`config.mk`:
```
export PLATFORM = sky130hd
export DESIGN_NAME = fetch_unit_flat
export DESIGN_NICKNAME = d
export VERILOG_FILES = /design/src/rtl/fetch_unit_if.sv /design/src/rtl/fetch_unit.sv /design/src/flat_wrapper.sv
export SDC_FILE = /design/constraint.sdc
export NUM_CORES = 1
export LEC_CHECK = 0
export CORE_ASPECT_RATIO = 1.75
export CORE_MARGIN = 2
export CORE_UTILIZATION = 50
export DETAILED_ROUTE_END_ITERATION = 8
export GPL_TIMING_DRIVEN = 0
export PLACE_DENSITY = 0.87
export SLEW_MARGIN = 20
export SYNTH_ARGS = -nofsm -noshare
export SYNTH_HDL_FRONTEND = slang
export SYNTH_SLANG_ARGS = --single-unit
```
`constraint.sdc`:
```
create_clock -name clk -period 10.3 [get_ports clk]
set_clock_uncertainty 0.05 [all_clocks]
set_input_delay 3.09 -clock clk [delete_from_list [all_inputs] [get_ports clk]]
set_output_delay 3.09 -clock clk [all_outputs]
set_load 0.005 [all_outputs]
```
`src/rtl/fetch_unit_if.sv`:
```
// Fetch-stage bus: instruction-memory handshake on one side, decode/control
// signals on the other. The fetch unit is the master.
interface fetch_unit_if #(
   parameter int ADDR_W = 64,
   parameter int CNT_W  = 32
);
   logic              imem_req;
   logic [ADDR_W-1:0] imem_addr;
   logic              imem_ack;
   logic [31:0]       imem_rdata;
   logic [31:0]       instr;
   logic [10:0]       opcode;
   logic [ADDR_W-1:0] instr_pc;
   logic              instr_valid;
   logic              pc_src;
   logic [ADDR_W-1:0] branch_offset;
   logic              stall;
   logic [CNT_W-1:0]  retired;

   modport master (
      output imem_req, imem_addr, instr, opcode, instr_pc, instr_valid, retired,
      input  imem_ack, imem_rdata, pc_src, branch_offset, stall
   );

   modport slave (
      input  imem_req, imem_addr, instr, opcode, instr_pc, instr_valid, retired,
      output imem_ack, imem_rdata, pc_src, branch_offset, stall
   );
endinterface

```
`src/rtl/fetch_unit.sv`:
```
// LEGv8 instruction fetch: req/ack word reads, latched instruction for decode,
// next-PC selection from pc_src and the word branch offset.
//
// state | meaning
// FETCH | imem_req high, waiting for imem_ack at address pc
// EXEC  | instr valid to decode; advance pc and retire when stall is low
module fetch_unit #(
   parameter int                ADDR_W   = 64,
   parameter logic [ADDR_W-1:0] PC_RESET = '0,
   parameter int                CNT_W    = 32
) (
   input logic         clk,
   input logic         rst,
   fetch_unit_if.master bus
);
   typedef enum logic {FETCH = 1'b0, EXEC = 1'b1} state_t;

   state_t            state, state_nxt;
   logic [ADDR_W-1:0] pc, pc_nxt;
   logic [ADDR_W-1:0] instr_pc, instr_pc_nxt;
   logic [31:0]       instr, instr_nxt;
   logic [CNT_W-1:0]  retired, retired_nxt;

   always_ff @(posedge clk or posedge rst) begin
      if (rst) begin
         state    <= FETCH;
         pc       <= PC_RESET;
         instr    <= '0;
         instr_pc <= '0;
         retired  <= '0;
      end else begin
         state    <= state_nxt;
         pc       <= pc_nxt;
         instr    <= instr_nxt;
         instr_pc <= instr_pc_nxt;
         retired  <= retired_nxt;
      end
   end

   // pc_src/branch_offset only reach pc_nxt on a non-stalled EXEC edge, so
   // unknown values there while unsampled never land in a register.
   always_comb begin
      state_nxt    = state;
      pc_nxt       = pc;
      instr_nxt    = instr;
      instr_pc_nxt = instr_pc;
      retired_nxt  = retired;
      case (state)
         FETCH: begin
            if (bus.imem_ack) begin
               instr_nxt    = bus.imem_rdata;
               instr_pc_nxt = pc;
               state_nxt    = EXEC;
            end
         end
         EXEC: begin
            if (!bus.stall) begin
               if (bus.pc_src)
                  pc_nxt = instr_pc + (bus.branch_offset << 2);
               else
                  pc_nxt = instr_pc + ADDR_W'(4);
               retired_nxt = retired + CNT_W'(1);
               state_nxt   = FETCH;
            end
         end
         default: state_nxt = FETCH;
      endcase
   end

   assign bus.imem_req    = (state == FETCH);
   assign bus.instr_valid = (state == EXEC);
   assign bus.imem_addr   = pc;
   assign bus.instr       = instr;
   assign bus.opcode      = instr[31:21];
   assign bus.instr_pc    = instr_pc;
   assign bus.retired     = retired;
endmodule

```
`src/flat_wrapper.sv`:
```
// flat-port wrapper written by rule: the top's interface ports become plain ports
module fetch_unit_flat 
#(
   parameter int                ADDR_W   = 64,
   parameter logic [ADDR_W-1:0] PC_RESET = '0,
   parameter int                CNT_W    = 32
)
  (clk, rst, bus_imem_req, bus_imem_addr, bus_instr, bus_opcode, bus_instr_pc, bus_instr_valid, bus_retired, bus_imem_ack, bus_imem_rdata, bus_pc_src, bus_branch_offset, bus_stall);
  fetch_unit_if #(.ADDR_W(ADDR_W), .CNT_W(CNT_W)) bus_i ();
  input logic clk;
  input logic rst;
  output wire logic [$bits(bus_i.imem_req)-1:0] bus_imem_req;
  output wire logic [$bits(bus_i.imem_addr)-1:0] bus_imem_addr;
  output wire logic [$bits(bus_i.instr)-1:0] bus_instr;
  output wire logic [$bits(bus_i.opcode)-1:0] bus_opcode;
  output wire logic [$bits(bus_i.instr_pc)-1:0] bus_instr_pc;
  output wire logic [$bits(bus_i.instr_valid)-1:0] bus_instr_valid;
  output wire logic [$bits(bus_i.retired)-1:0] bus_retired;
  input wire logic [$bits(bus_i.imem_ack)-1:0] bus_imem_ack;
  input wire logic [$bits(bus_i.imem_rdata)-1:0] bus_imem_rdata;
  input wire logic [$bits(bus_i.pc_src)-1:0] bus_pc_src;
  input wire logic [$bits(bus_i.branch_offset)-1:0] bus_branch_offset;
  input wire logic [$bits(bus_i.stall)-1:0] bus_stall;
  assign bus_imem_req = bus_i.imem_req;
  assign bus_imem_addr = bus_i.imem_addr;
  assign bus_instr = bus_i.instr;
  assign bus_opcode = bus_i.opcode;
  assign bus_instr_pc = bus_i.instr_pc;
  assign bus_instr_valid = bus_i.instr_valid;
  assign bus_retired = bus_i.retired;
  assign bus_i.imem_ack = bus_imem_ack;
  assign bus_i.imem_rdata = bus_imem_rdata;
  assign bus_i.pc_src = bus_pc_src;
  assign bus_i.branch_offset = bus_branch_offset;
  assign bus_i.stall = bus_stall;
  fetch_unit #(.ADDR_W(ADDR_W), .PC_RESET(PC_RESET), .CNT_W(CNT_W)) u_core (.clk(clk), .rst(rst), .bus(bus_i));
endmodule
```
==> results.yml, run 1 <==
global_routing:
  grt_usage_pct: 30.40
  number_of_global_route_vias_before_repair: 10812
  grt_antenna_before_repair: 1
  grt_overflow: 0
  grt_max_degree: 79
  wire_length_of_the_first_global_routing_pass_mm: 57.43
routing:
  wl_mm: 36.70
  drt-initial-drc-count: 778
  ant_nets: 0
  route.layer.met1.wl_mm: 12.91
  route.met3.wl_mm: 1.986
  routed.top_layer: "met4"
  detailedRoute.firstPassIterationCount: 6
  drcViolationCount: 0
  route.detailed.wl_per_inst_um: 20.15
  num_vias: 10461
  met2_wirelength_mm: 19.60
  vias_per_cell: 5.745
clocking:
  postCtsSetupBuffers: 0
  cts_root_buf: "sky130_fd_sc_hd__clkbuf_16"
  post_cts_resized: 0
  clkSinkCount: 193
  htree_levels: 4
  cts_hold_buffers: 0
  clk_latency_ns: 0.45
  cts-root-to-sink-buffers: 2
  numCtsBuffers: 17
  worst_setup_hold_path_clk_slew_ns: 0.07
  tritoncts_clock_tree: "done"
flow_run:
  cap_violations: 0
cells_and_area:
  flow.area_growth_from_synthesis_pct: 35.83
  drive_above_1_share_pct: 10.33
  finalNetCount: 1671
  fin_area_sq_um: 15480
  final_cells: 1821
power:
  totalPowerFinal_mw: 3.942
  net-switching-power_mw: 1.499
  power.share.clock_pct: 17.7
  ir_worst_vdd_uv: 128.3
  power_density_over_the_cells_nw_per_um2: 254.6
  seq_power_share_pct: 32.9
  power.share.combinational_pct: 49.4
  internal_dissipation_mw: 2.444
  p_leak_nw: 6.818
  power_switching_share_pct: 38.01
sta:
  max_slew_margin_pct: 37.00
  final.period_utilization_pct: 73.24
  maxClockFrequency_mhz: 132.6
  tightestPinTransition_ns: 0.9450
  grt_setup_unrepaired: "false"
  fin_crit_period_ns: 7.544
  timing_hold_violations_final: 0
  slew_viol_final: 0
  timing.final.setup_violations: 0
synthesis:
  synth_enable_flop_cells: 0
  ys_async_sr_fraction_pct: 100.0
  synthesis.yosys.warnings: 0
  synth_flop_cell: "sky130_fd_sc_hd__dfrtp_1"
  syn_inst: 1183
  synth.lib_cells_used.distinct: 57
  synthesis.area_sq_um: 11400
  ys_seq_area_share_pct: 42.37
  synth_seq_cells: 193
  synth_nets: 1347
  syn_area_per_cell_sq_um: 9.635
die:
  initial_core_util_pct: 50.52
  die_height_um: 203.7
  floorplan.core_area_sq_um: 22560
  num_io_pins: 306
  die_width_um: 118.1
  core_rows: 73
  die_area_sq_um: 24070
critical_path:
  worstPathRequired_ns: 10.58
  arrival_ns: 7.82
  timing_worst_setup_path_type: "input pin to register"
  worstSetupStartpointType: "input pin"
  critical_path.max_fanout: 10
  endpoint_type_of_the_worst_setup_path: "register"
run_status:
  run_status: "finished clean"
placed_design:
  dp.cells: 1788
  port_buffers: 303
  placed_area_sq_um: 14870
  place_congestion: 0.9426
  detailed_place_hpwl_mm: 28.17
worst_hold_path:
  min-delay-path-class: "register to register"
==> kinds of logic after synthesis <==
group                    after synthesis  share of synthesized area (%)
flip-flops                           193                          42.37
AND/OR/NAND/NOR                      383                          16.19
AO/OA/AOI/OAI                        281                          15.63
XOR/XNOR                              75                          5.763
adder cells (fa/ha/maj)               63                          6.981
multiplexers                          98                          9.671
buffers and inverters                 90                          3.392
==> power groups by stage <==
stage	Combinational [mW]	Sequential [mW]	Clock, mW
2_1_floorplan	0.982	1.27	0
3_3_place_gp	1.87	1.29	0
3_5_place_dp	1.92	1.31	0
4_1_cts	1.94	1.30	0.703
5_1_grt	2.11	1.34	0.732
6_report	1.95	1.30	0.697
==> per-stage QoR <==
step           TNS (ns)  hold WS, ns  utilization [%]  setup slack, ns
2_1_floorplan         0       0.4147                -            1.904
3_3_place_gp     -94.73       0.4088            65.63          -0.5018
3_5_place_dp          0       0.4102            65.91            2.494
4_1_cts               0       0.4212            68.62            2.925
5_1_grt               0       0.4533            68.63            2.540
6_report              0       0.4234            68.63            2.756
==> state kept, by name (all words and copies together), names as in the netlist <==
signal                  flops
u_core.bus.instr_valid      1
u_core.bus.instr_pc        64
u_core.bus.instr           32
u_core.bus.retired         32
u_core.bus.imem_addr       64
==> cells in the mapped netlist (all sizes together) (2+ instances only) <==
cell,instances,area (sq um)
a311oi,2,17.52
nor2,50,187.7
dfrtp,193,4830
a21o,30,225.2
o31ai,12,90.09
o2111ai,4,35.03
a21boi,3,22.52
or3,6,37.54
a31o,3,26.28
a21oi,76,391.6
ha,62,775.7
and3,10,62.56
nand4,22,137.6
nor4,3,18.77
o311ai,3,26.28
xor2,30,262.8
o21a,6,45.04
o21ai,83,419.2
nand2,148,555.5
a211o,7,61.31
a221o,3,30.03
mux2,97,1092
a31oi,9,56.30
a211oi,8,60.06
a2111oi,3,26.28
inv,25,93.84
nor2b,6,37.54
clkbuf,43,161.4
o21bai,14,105.1
o211ai,6,45.04
and2,65,406.6
or2,4,25.02
buf,22,131.4
nor3,17,85.08
nand3,38,190.2
and3b,2,17.52
nand2b,8,50.05
xnor2,45,394.1
==> placed cells by master, fill, tap and decap left out, drive strengths merged, types with 45 or more instances in the layout <==
master and n:
xnor2 45, dfrtp 193, nand2 148, a21oi 76
o21ai 83, clkdlybuf4s50 303, and2 65, ha 62
nor2 50, mux2 97, clkbuf 61
==> path summary, 6_finish.rpt <==
check | slack [ns] | depth (start not counted) | start | end
max | 2.76 | 13 | bus_pc_src | u_core.bus.imem_addr[62]$_DFFE_PP0P_
min reg2reg | 0.42 | 1 | u_core.bus.retired[31]$_DFFE_PP0P_ | u_core.bus.retired[31]$_DFFE_PP0P_
min | 0.42 | 1 | u_core.bus.retired[31]$_DFFE_PP0P_ | u_core.bus.retired[31]$_DFFE_PP0P_
max in group asynchronous | 6.51 | 3 | rst | u_core.bus.imem_addr[37]$_DFFE_PP0P_
max reg2reg | 6.34 | 12 | u_core.bus.instr_pc[2]$_DFFE_PP0P_ | u_core.bus.imem_addr[50]$_DFFE_PP0P_
min in group asynchronous | 2.98 | 2 | rst | u_core.bus.instr[4]$_DFFE_PP0P_
==> per-layer routing <==
metal	up-vias	track usage, %
li1	4855	-
met1	5013	31.25
met2	454	56.71
met3	139	5.257
met4	0	18.50
met5	-	0
==> critical path, cell delays in order <==
cell and delay, ns:
sky130_fd_sc_hd__clkdlybuf4s50_1 0.92, sky130_fd_sc_hd__clkbuf_1 0.43, sky130_fd_sc_hd__and2_1 0.22, sky130_fd_sc_hd__ha_1 0.27, sky130_fd_sc_hd__nor2b_1 0.17, sky130_fd_sc_hd__o2111ai_1 0.34
sky130_fd_sc_hd__a2111oi_0 0.23, sky130_fd_sc_hd__or2_2 0.36, sky130_fd_sc_hd__a31oi_1 0.52, sky130_fd_sc_hd__a21oi_1 0.22, sky130_fd_sc_hd__o31ai_1 0.71, sky130_fd_sc_hd__o21a_1 0.23
sky130_fd_sc_hd__o211ai_1 0.10
==> area by class of cell <==
type,count,area [sq um]
repair buffers,305,3088
well taps,300,375.4
fillers,1710,7078
inverters,25,101.3
plain buffers,65,292.8
diodes,1,2.502
clock inverters,14,171.4
flip-flops and latches,193,4830
multi-input cells,900,6182
clock buffers,18,439.2
Power figures use the tool's default switching activity.
==> run 2, diff against run 1 <==
clock period = 7.8 ns   (was 10.3 ns; I/O delays follow)
==> results of run 2 <==
Same layout as run 1 (identical final DEF). Status: finished clean.
Main changes from that run: setup slack after placement 2.494 ns -> 0.7441 ns; setup slack after layout 2.756 ns -> 1.006 ns; register-to-register setup slack 6.34 ns -> 3.84 ns; total power 3.942 mW -> 5.206 mW; worst IR drop on VDD 128.3 uV -> 169.4 uV
